**src/rtl/uart_pkg.sv**
```systemverilog
// Shared UART definitions: state encoding, bit-period and counter-width helpers, line idle level.
package uart_pkg;

    typedef enum logic [2:0] {
        ST_IDLE   = 3'd0,
        ST_POP    = 3'd1,
        ST_LOAD   = 3'd2,
        ST_START  = 3'd3,
        ST_DATA   = 3'd4,
        ST_PARITY = 3'd5,
        ST_STOP   = 3'd6
    } uart_state_e;

    // Serial line level while no frame is on the wire.
    localparam logic TX_IDLE = 1'b1;

    // Clock cycles per bit (integer truncation).
    function automatic int unsigned calc_div(input int unsigned clock_hz, input int unsigned baud);
        return clock_hz / baud;
    endfunction

    // Bits needed to count 0..n-1, never less than one.
    function automatic int unsigned cnt_width(input int unsigned n);
        return (n < 2) ? 1 : $clog2(n);
    endfunction

endpackage

```
**src/rtl/uart_bit_timer.sv**
```systemverilog
// One-bit-period timer: counts 0..DIV-1, bit_end_o is high on the last cycle of each bit.
// A held restart parks the count at zero so the first bit starts cleanly after release.
module uart_bit_timer
    import uart_pkg::*;
#(
    parameter int unsigned DIV   = 868,
    parameter int unsigned CNT_W = cnt_width(DIV)
) (
    input  logic             clk_i,
    input  logic             rst_i,
    input  logic             restart_i,
    output logic [CNT_W-1:0] cnt_o,
    output logic             bit_end_o
);

    logic [CNT_W-1:0] cnt_q;
    logic             end_q;

    // Bit-period counter; end flag is registered alongside the count that reaches DIV-1.
    always_ff @(posedge clk_i or posedge rst_i) begin
        if (rst_i) begin
            cnt_q <= '0;
            end_q <= 1'b0;
        end else if (restart_i || end_q) begin
            cnt_q <= '0;
            end_q <= 1'b0;
        end else begin
            cnt_q <= cnt_q + CNT_W'(1);
            end_q <= (cnt_q == CNT_W'(DIV - 2));
        end
    end

    assign cnt_o     = cnt_q;
    assign bit_end_o = end_q;

endmodule

```
**src/rtl/uart_tx_serializer.sv**
```systemverilog
// UART transmit serializer: pops words from the TX FIFO and frames them onto the tx line
// (start, WIDTH data bits LSB-first, optional even parity, 1 or 2 stop bits).
// Optional feature macro: UART_TX_PARITY_EN adds an even-parity bit after the data bits.
module uart_tx_serializer
    import uart_pkg::*;
#(
    parameter int unsigned WIDTH     = 8,
    parameter int unsigned CLOCK_HZ  = 100_000_000,
    parameter int unsigned BAUD      = 115_200,
    parameter int unsigned STOP_BITS = 1
) (
    input  logic             clk,
    input  logic             reset,
    input  logic [WIDTH-1:0] fifo_data,
    input  logic             fifo_empty,
    output logic             fifo_read,
    output logic             tx,
    output logic             tx_busy,
    output logic             frame_done
);

    localparam int unsigned DIV   = calc_div(CLOCK_HZ, BAUD);
    localparam int unsigned CNT_W = cnt_width(DIV);
    localparam int unsigned BIT_W = cnt_width(WIDTH);
    localparam int unsigned NSTOP = (STOP_BITS == 2) ? 2 : 1;

    uart_state_e      state_q;
    logic [WIDTH-1:0] shift_q;
    logic [BIT_W-1:0] bit_cnt_q;
    logic             stop_cnt_q;
    logic             tx_q;
    logic             fifo_read_q;
    logic             busy_q;
    logic             done_q;
`ifdef UART_TX_PARITY_EN
    logic             parity_q;
`endif

    logic             restart;
    logic [CNT_W-1:0] tcnt;
    logic             bit_end;

    // Timer is held at zero until the start bit begins, so every bit is exactly DIV cycles.
    assign restart = (state_q == ST_IDLE) || (state_q == ST_POP) || (state_q == ST_LOAD);

    uart_bit_timer #(
        .DIV   (DIV),
        .CNT_W (CNT_W)
    ) u_bit_timer (
        .clk_i     (clk),
        .rst_i     (reset),
        .restart_i (restart),
        .cnt_o     (tcnt),
        .bit_end_o (bit_end)
    );

    // Frame sequencer with registered line, pop, busy and done outputs.
    always_ff @(posedge clk or posedge reset) begin
        if (reset) begin
            state_q     <= ST_IDLE;
            shift_q     <= '0;
            bit_cnt_q   <= '0;
            stop_cnt_q  <= 1'b0;
            tx_q        <= TX_IDLE;
            fifo_read_q <= 1'b0;
            busy_q      <= 1'b0;
            done_q      <= 1'b0;
`ifdef UART_TX_PARITY_EN
            parity_q    <= 1'b0;
`endif
        end else begin
            fifo_read_q <= 1'b0;
            done_q      <= 1'b0;
            case (state_q)
                ST_IDLE: begin
                    tx_q <= TX_IDLE;
                    if (!fifo_empty) begin
                        fifo_read_q <= 1'b1;
                        busy_q      <= 1'b1;
                        state_q     <= ST_POP;
                    end
                end
                ST_POP: begin
                    state_q <= ST_LOAD;
                end
                ST_LOAD: begin
                    shift_q    <= fifo_data;
`ifdef UART_TX_PARITY_EN
                    parity_q   <= ^fifo_data;
`endif
                    tx_q       <= 1'b0;
                    bit_cnt_q  <= '0;
                    stop_cnt_q <= 1'b0;
                    state_q    <= ST_START;
                end
                ST_START: begin
                    if (bit_end) begin
                        tx_q    <= shift_q[0];
                        state_q <= ST_DATA;
                    end
                end
                ST_DATA: begin
                    if (bit_end) begin
                        if (bit_cnt_q == BIT_W'(WIDTH - 1)) begin
`ifdef UART_TX_PARITY_EN
                            tx_q    <= parity_q;
                            state_q <= ST_PARITY;
`else
                            tx_q    <= TX_IDLE;
                            state_q <= ST_STOP;
`endif
                        end else begin
                            shift_q   <= shift_q >> 1;
                            tx_q      <= shift_q[1];
                            bit_cnt_q <= bit_cnt_q + BIT_W'(1);
                        end
                    end
                end
`ifdef UART_TX_PARITY_EN
                ST_PARITY: begin
                    if (bit_end) begin
                        tx_q    <= TX_IDLE;
                        state_q <= ST_STOP;
                    end
                end
`endif
                ST_STOP: begin
                    tx_q <= TX_IDLE;
                    // Registered pulse lands on the final cycle of the last stop bit.
                    done_q <= (stop_cnt_q == 1'(NSTOP - 1)) && (tcnt == CNT_W'(DIV - 2));
                    if (bit_end) begin
                        if (stop_cnt_q == 1'(NSTOP - 1)) begin
                            busy_q  <= 1'b0;
                            state_q <= ST_IDLE;
                        end else begin
                            stop_cnt_q <= 1'b1;
                        end
                    end
                end
                default: begin
                    tx_q    <= TX_IDLE;
                    busy_q  <= 1'b0;
                    state_q <= ST_IDLE;
                end
            endcase
        end
    end

    assign tx         = tx_q;
    assign fifo_read  = fifo_read_q;
    assign tx_busy    = busy_q;
    assign frame_done = done_q;

endmodule

```
**config.mk**
```make
export PLATFORM = sky130hd
export DESIGN_NAME = uart_tx_serializer
export DESIGN_NICKNAME = d
export VERILOG_FILES = /design/src/rtl/uart_pkg.sv /design/src/rtl/uart_bit_timer.sv /design/src/rtl/uart_tx_serializer.sv
export SDC_FILE = /design/constraint.sdc
export NUM_CORES = 1
export LEC_CHECK = 0
export BUFFER_PORTS_ARGS = -buffer_cell sky130_fd_sc_hd__clkbuf_2
export CORE_ASPECT_RATIO = 1.25
export CORE_MARGIN = 2
export CORE_UTILIZATION = 57
export DETAILED_ROUTE_END_ITERATION = 8
export GPL_TIMING_DRIVEN = 1
export PLACE_DENSITY = 0.77
export SLEW_MARGIN = 20
export SYNTH_ARGS = -nofsm -noshare
export SYNTH_HDL_FRONTEND = slang
export SYNTH_SLANG_ARGS = --single-unit
```
**constraint.sdc**
```tcl
create_clock -name clk -period 2.15 [get_ports clk]
set_input_delay 0.3225 -clock clk [delete_from_list [all_inputs] [get_ports clk]]
set_output_delay 0.3225 -clock clk [all_outputs]
set_load 0.01 [all_outputs]
```
==> results of run 1 <==
-- per-layer routing --
metal / track usage (%) / vias up / wire length [µm]
li1: - / 551 / -
met2: 36.1 / 12 / 1300
met3: 6.40 / 7 / 67
met4: 12.3 / 0 / 63
met5: 0 / - / 0
met1: 23.7 / 529 / 1160
-- metrics by stage --
stage / total power [mW] / area [µm²] / hold WS (ns) / instances
after floorplan: 0.610 / 1470 / 0.400 / 152
after global placement: 0.626 / 1550 / 0.388 / 194
after detailed placement: 0.627 / 1550 / 0.395 / 194
after CTS: 0.987 / 1610 / 0.0255 / 202
after global routing: 1.02 / 1610 / 0.0665 / 202
final: 0.976 / 1610 / 0.0137 / 202
-- power groups by stage --
| stage | clock [mW] | sequential (mW) | combinational (mW) |
|---|---|---|---|
| floorplan | 0 | 0.588 | 0.0226 |
| global placement | 0 | 0.588 | 0.0376 |
| detailed placement | 0 | 0.589 | 0.0385 |
| CTS | 0.371 | 0.578 | 0.0388 |
| global route | 0.396 | 0.579 | 0.0440 |
| finish | 0.361 | 0.578 | 0.0374 |
-- worst max-delay path, cell delays in order (launching register included) --
cell and delay (ns):
dfrtp_1 0.41, ha_1 0.20, ha_1 0.20, nand4bb_1 0.22
a21oi_2 0.14, buf_4 0.26, nor2_1 0.07, a31oi_1 0.15
-- Yosys cell counts --
cell type	number
buf_6	1
nand2b_1	2
o22ai_1	1
o22a_1	1
a31oi_1	1
and4_1	1
buf_4	2
nand2_1	22
nand3_1	5
and3_1	1
nor2_1	22
dfrtp_1	29
mux2i_1	1
a21boi_0	1
a31oi_2	6
a21oi_1	5
nand4bb_1	1
a21o_1	2
ha_1	4
xnor2_1	4
o311a_1	1
inv_1	9
nand4_1	3
or3_1	1
xor2_1	3
nor2b_1	1
a32oi_1	1
buf_2	4
a21oi_2	1
nor4_1	3
nand3_2	1
dfstp_2	1
nor3_1	2
and2_1	1
o21ai_0	8
-- cell type report --
type / instances / area share, %
Inverter: 9 / 2.09
Clock inverter: 2 / 0.775
Tap cell: 33 / 2.56
Timing Repair Buffer: 16 / 5.27
Clock buffer: 6 / 3.18
Sequential cell: 30 / 46.6
Multi-Input combinational cell: 106 / 39.5
-- state kept, by name, summed over array words and instances, names as in the netlist --
| register | count |
|---|---|
| fifo_read | 1 |
| shift_q | 8 |
| frame_done | 1 |
| tx_busy | 1 |
| u_bit_timer.bit_end_o | 1 |
| stop_cnt_q | 1 |
| tx | 1 |
| u_bit_timer.cnt_o | 10 |
| state_q | 3 |
| bit_cnt_q | 3 |
-- how the worst min path moves through the flow --
stage	from	cells after the start	slack [ns]	end
after floorplan	fifo_empty	1	0.40	fifo_read$_DFF_PP0_
after CTS	reset	3	0.03	u_bit_timer.bit_end_o$_DFF_PP0_
after global routing	reset	3	0.07	u_bit_timer.cnt_o[9]$_DFF_PP0_
after detailed placement	reset	3	0.40	shift_q[3]$_DFFE_PP0P_
after global placement	reset	3	0.39	u_bit_timer.cnt_o[0]$_DFF_PP0_
final	reset	3	0.01	shift_q[3]$_DFFE_PP0P_
-- kinds of logic after synthesis --
| logic type | share of synthesized area [%] |
|---|---|
| AOI/OAI and AO/OA | 14.4 |
| xor gates and xnor gates | 4.17 |
| adders and majority gates | 3.40 |
| buffers and inverters | 5.45 |
| DFF | 51.1 |
| muxes | 0.681 |
| and+or+nand+nor | 20.8 |
-- cell usage in the layout (no fill, tap or decap), types with 2 or more instances in the layout --
cell       n
a21o_1     2
a21oi_1    5
a31oi_2    6
buf_4      2
clkbuf_2  14
clkbuf_4   5
dfrtp_1   29
ha_1       4
inv_1      9
nand2_1   22
nand2b_1   2
nand3_1    5
nand4_1    3
nor2_1    22
nor3_1     2
nor4_1     3
o21ai_0    8
xnor2_1    4
xor2_1     3
==> flow_metrics.tcl, run 1 <==
set metrics [dict create \
    die_w_um 49.4 \
    clock_skew_ns 0.00612 \
    max_freq_mhz 577 \
    synth_largest_area_cell "dfrtp_1" \
    cts_tree "yes" \
    final.min_clock_period_ns 1.73 \
    worst-setup-path-type "flop to flop" \
    grt_pass1_wl_um 4700 \
    multi_input_area_um2 638 \
    core_area_um2 2450 \
    syn-cell-area_um2 1470 \
    worst_pin_slew_ns 0.386 \
    netlist_instances 152 \
    fp-row-count 20 \
    cts-resized-gates 0 \
    area_growth_syn_to_layout_pct 9.79 \
    p_clk_share_pct 37.0 \
    fin_util_pct 65.8 \
    yosysTopAreaCellShare_pct 49.4 \
    fillers 210 \
    cts_buffers 5 \
    ys_types 35 \
    grt_pass1_vias 1106 \
    ys_ff_latch 30 \
    gp_congestion 0.850 \
    required_ns 2.41 \
    hold_buffers 0 \
    wirelength_um 2590 \
    place_ws_ns 0.444 \
    antenna_cells 0 \
    antenna_left 0 \
    p_seq_share_pct 59.2 \
    cts_root_buf "clkbuf_4" \
    report.final.hold_viol_count 0 \
    crit_end "shift_q[5]$_DFFE_PP0P_" \
    dieArea_um2 3000 \
    slew_viol_final 0 \
    tns_ns 0 \
    p_sw_mw 0.230 \
    power.density_nw_per_um2 605 \
    startpoint_type "flop" \
    dr.pass1.iters 4 \
    antenna_found_initial 0 \
    setup_violations 0 \
    worstReg2RegEnd "shift_q[5]$_DFFE_PP0P_" \
    place_hpwl_um 1810 \
    nets 183 \
    synth_warnings 0 \
    worstReg2RegStart "bit_cnt_q[0]$_DFFE_PP0P_" \
    max-vdd-ir-drop_uv 399 \
    slew_headroom_pct 74.3 \
    combPwrFrac_pct 3.8 \
    worstHoldPathType "primary input to async pin" \
    ys_seq_area_share_pct 51.1 \
    drt-initial-drc-count 18 \
    via_per_inst 5.44 \
    outcome "finished, final reports clean" \
    seq_area_um2 752 \
    clock_sinks 30 \
    critPathCaptureType "flop" \
    cts_setup_buffers 0 \
    reg2reg_slack_ns 0.42 \
    crit_path_max_fanout 21 \
    synth_area_leaders "dfrtp_1 49%, nand2_1 5.6%, nor2_1 5.6%" \
    cp-startpoint "bit_cnt_q[0]$_DFFE_PP0P_" \
    worst_slack_ns 0.416 \
    grt_use_total_pct 21.1 \
    cts_buffer_depth 2 \
    dieHeight_um 60.8 \
    rsz0062_at_grt "no" \
    ctsHtreeMaxLevel 2 \
    overflow 0 \
    power.internal_mw 0.746 \
    synth_nets 167 \
    layout_worst_path_cycle_share_pct 80.7 \
    synth_area_per_cell_um2 9.67 \
    cp.arrival_ns 1.99 \
    post_drt_wl_per_cell_um 12.8 \
    reg2reg_depth 7 \
    leakagePower_nw 0.776 \
    worst_setup_hold_path_clk_slew_ns 0.10 \
    clock_latency_ns 0.34 \
    start_util_pct 59.9 \
    io_buffers 14 \
    drc_errors 0 \
    switching_share_pct 23.6 \
    layout-drive-gt1-share_pct 19.5 \
    cap_viol_max_count 0 \
    grt_max_degree 31 \
    ios 15 \
    vias 1099 \
]
(Power assumes the default switching activity.)
==> run 2: changes to the inputs <==
Settings changed: CORE_UTILIZATION 57 to 51, PLACE_DENSITY 0.77 to 0.73.
Clock period 2.15 ns to 1.5 ns, I/O delays scaled along.
==> run 2 against run 1 <==
  * The flow now finishes with violations (setup timing)
  * Sequential power rose by 43%
  * Setup slack got worse by 0.54 ns
  * Sequential share of layout area fell by 2.1 points
  * First-iteration DRC count rose by 39%
  * Cell count rose by 4.0%
  * Sequential cell count did not move
  * Non-clock buffer count rose by 7
  * Total power rose by 43%
  * Count of clock-buffer cells in the layout rose by 1
  * Clock power rose by 42%
  * Combinational power rose by 53%
  * Critical path type unchanged
==> flow_metrics.tcl, run 2 (synthesis results as in run 1) <==
set metrics [dict create \
    outcome "complete, but fails checks" \
    violations "setup timing" \
    power_mw 1.40 \
    antenna_cells 0 \
    core_area_um2 2710 \
    worst_pin_slew_ns 0.377 \
    worst_hold_startpoint "fifo_empty" \
    worstPathCellList "ha_2, ha_4, nand4bb_1, a21oi_2, buf_6, nor2_1, a31oi_2" \
    rsz0062_at_grt "yes" \
    worst_slack_ns -0.121 \
    vias 1135 \
    drt-initial-drc-count 25 \
    setup_violations 11 \
    cap_viol_max_count 0 \
    cts_tree "yes" \
    leakagePower_nw 0.806 \
    ctsHtreeMaxLevel 2 \
    cp_num_buf_inv 1 \
    fillers 229 \
    die_w_um 52.0 \
    layout-drive-gt1-share_pct 22.7 \
    tns_ns -0.936 \
    max_freq_mhz 617 \
    grt_use_total_pct 20.1 \
    cts_buffer_depth 2 \
    overflow 0 \
    drc_errors 0 \
    max-vdd-ir-drop_uv 526 \
    post_drt_wl_per_cell_um 13.0 \
    worstHoldPathType "primary input to flop" \
    ios 15 \
    grt_pass1_wl_um 4800 \
    area_growth_syn_to_layout_pct 14.9 \
    critPathCaptureType "flop" \
    reg2reg_depth 7 \
    final_cell_mix "29 x dfrtp_1, 22 x nand2_1, 22 x nor2_1" \
    slew_headroom_pct 74.9 \
    place_area_um2 1600 \
    final.min_clock_period_ns 1.62 \
    io_buffers 14 \
    crit_path_max_fanout 12 \
    cts_setup_buffers 0 \
    final_common_cell "dfrtp_1" \
    dieArea_um2 3330 \
    gp_congestion 0.814 \
    fin_area_um2 1690 \
    hold_path_depth 2 \
    start_util_pct 54.3 \
    grt_max_degree 31 \
    reg2reg_slack_ns -0.12 \
    nets 190 \
    hold_end "fifo_read$_DFF_PP0_" \
    max_stage_delay_ns 0.41 \
    cp.arrival_ns 1.88 \
    dieHeight_um 64.0 \
    grt_pass1_vias 1173 \
    dr.pass1.iters 5 \
    cts_buffers 5 \
    layout_worst_path_cycle_share_pct 108 \
    report.final.hold_viol_count 0 \
    wirelength_um 2740 \
    clock_skew_ns 0.0141 \
    worst_setup_hold_path_clk_slew_ns 0.10 \
    antenna_left 0 \
    worst-setup-path-type "flop to flop" \
    required_ns 1.75 \
    power.density_nw_per_um2 827 \
    clock_latency_ns 0.34 \
    fp-row-count 21 \
    cpLargestDelayFamily "flip-flops" \
    slew_viol_final 0 \
    antenna_found_initial 0 \
    critPathSlowestCell "dfrtp_1" \
    worstReg2RegStart "bit_cnt_q[1]$_DFFE_PP0P_" \
    clock_sinks 30 \
    place_hpwl_um 1940 \
    via_per_inst 5.40 \
    startpoint_type "flop" \
    worstReg2RegEnd "shift_q[6]$_DFFE_PP0P_" \
    cts_root_buf "clkbuf_4" \
    fin_util_pct 62.4 \
    largest_reg_flops 10 \
]
## run 2: changes by cell type in the layout (fill, tap and decap cells not counted), sizes merged
cell | before | now
clkinvlp | 1 | 0
clkbuf | 20 | 21
buf | 2 | 8
dlygate4sd3 | 0 | 1
## run 2: final cells by class
cell class,instances,area [µm²],share of cell area [%]
Clock inverter,1,5.00,0.296
Inverter,9,33.8,2.00
Multi-Input combinational cell,106,653,38.7
Timing Repair Buffer,23,148,8.74
Clock buffer,7,55.1,3.26
Tap cell,34,42.5,2.52
Sequential cell,30,752,44.5
## run 2: worst max-delay path by stage
| stage | from | to | slack, ns | cells after the start |
|---|---|---|---|---|
| after global routing | bit_cnt_q[1]$_DFFE_PP0P_ | shift_q[6]$_DFFE_PP0P_ | -0.17 | 7 |
| final | bit_cnt_q[1]$_DFFE_PP0P_ | shift_q[6]$_DFFE_PP0P_ | -0.12 | 7 |
| after CTS | bit_cnt_q[1]$_DFFE_PP0P_ | shift_q[6]$_DFFE_PP0P_ | -0.12 | 7 |
| after global placement | bit_cnt_q[1]$_DFFE_PP0P_ | shift_q[1]$_DFFE_PP0P_ | 0.003 | 7 |
| after floorplan | bit_cnt_q[0]$_DFFE_PP0P_ | shift_q[1]$_DFFE_PP0P_ | 0.01 | 7 |
| after detailed placement | bit_cnt_q[1]$_DFFE_PP0P_ | shift_q[4]$_DFFE_PP0P_ | -0.09 | 7 |
## run 2: worst register-to-register path, stage by stage, from the launching register on
cell,delay [ns]
dfrtp_1,0.41
ha_2,0.21
ha_4,0.15
nand4bb_1,0.20
a21oi_2,0.21
buf_6,0.17
nor2_1,0.06
a31oi_2,0.13
## run 2: power breakdown
group | total [mW] | internal (mW) | switching (mW)
logic | 0.0572 | 0.0250 | 0.0322
clock network | 0.512 | 0.227 | 0.286
registers | 0.827 | 0.821 | 0.00684
total | 1.40 | 1.07 | 0.325
## run 2: per-layer routing
metal / global-route usage (%) / vias to the layer above / routed length (µm)
li1: - / 563 / -
met1: 19.7 / 542 / 1100
met2: 35.8 / 22 / 1460
met3: 6.54 / 8 / 107
met4: 10.9 / 0 / 68
met5: 0 / - / 0
## run 2: timing repair
item                       4_1_cts  5_1_grt
hold buffers                     1        0
resized for setup                3        0
hold endpoints to repair        29        0
pin swaps                        1        0
setup endpoints to repair       11       11
## run 2: metrics by stage
stage	setup WS, ns	cells	hold slack, ns
global route	-0.167	210	0.0541
global placement	0.00293	201	0.293
CTS	-0.116	210	0.0596
detailed placement	-0.0949	201	0.300
finish	-0.121	210	0.0699
floorplan	0.00978	152	0.302
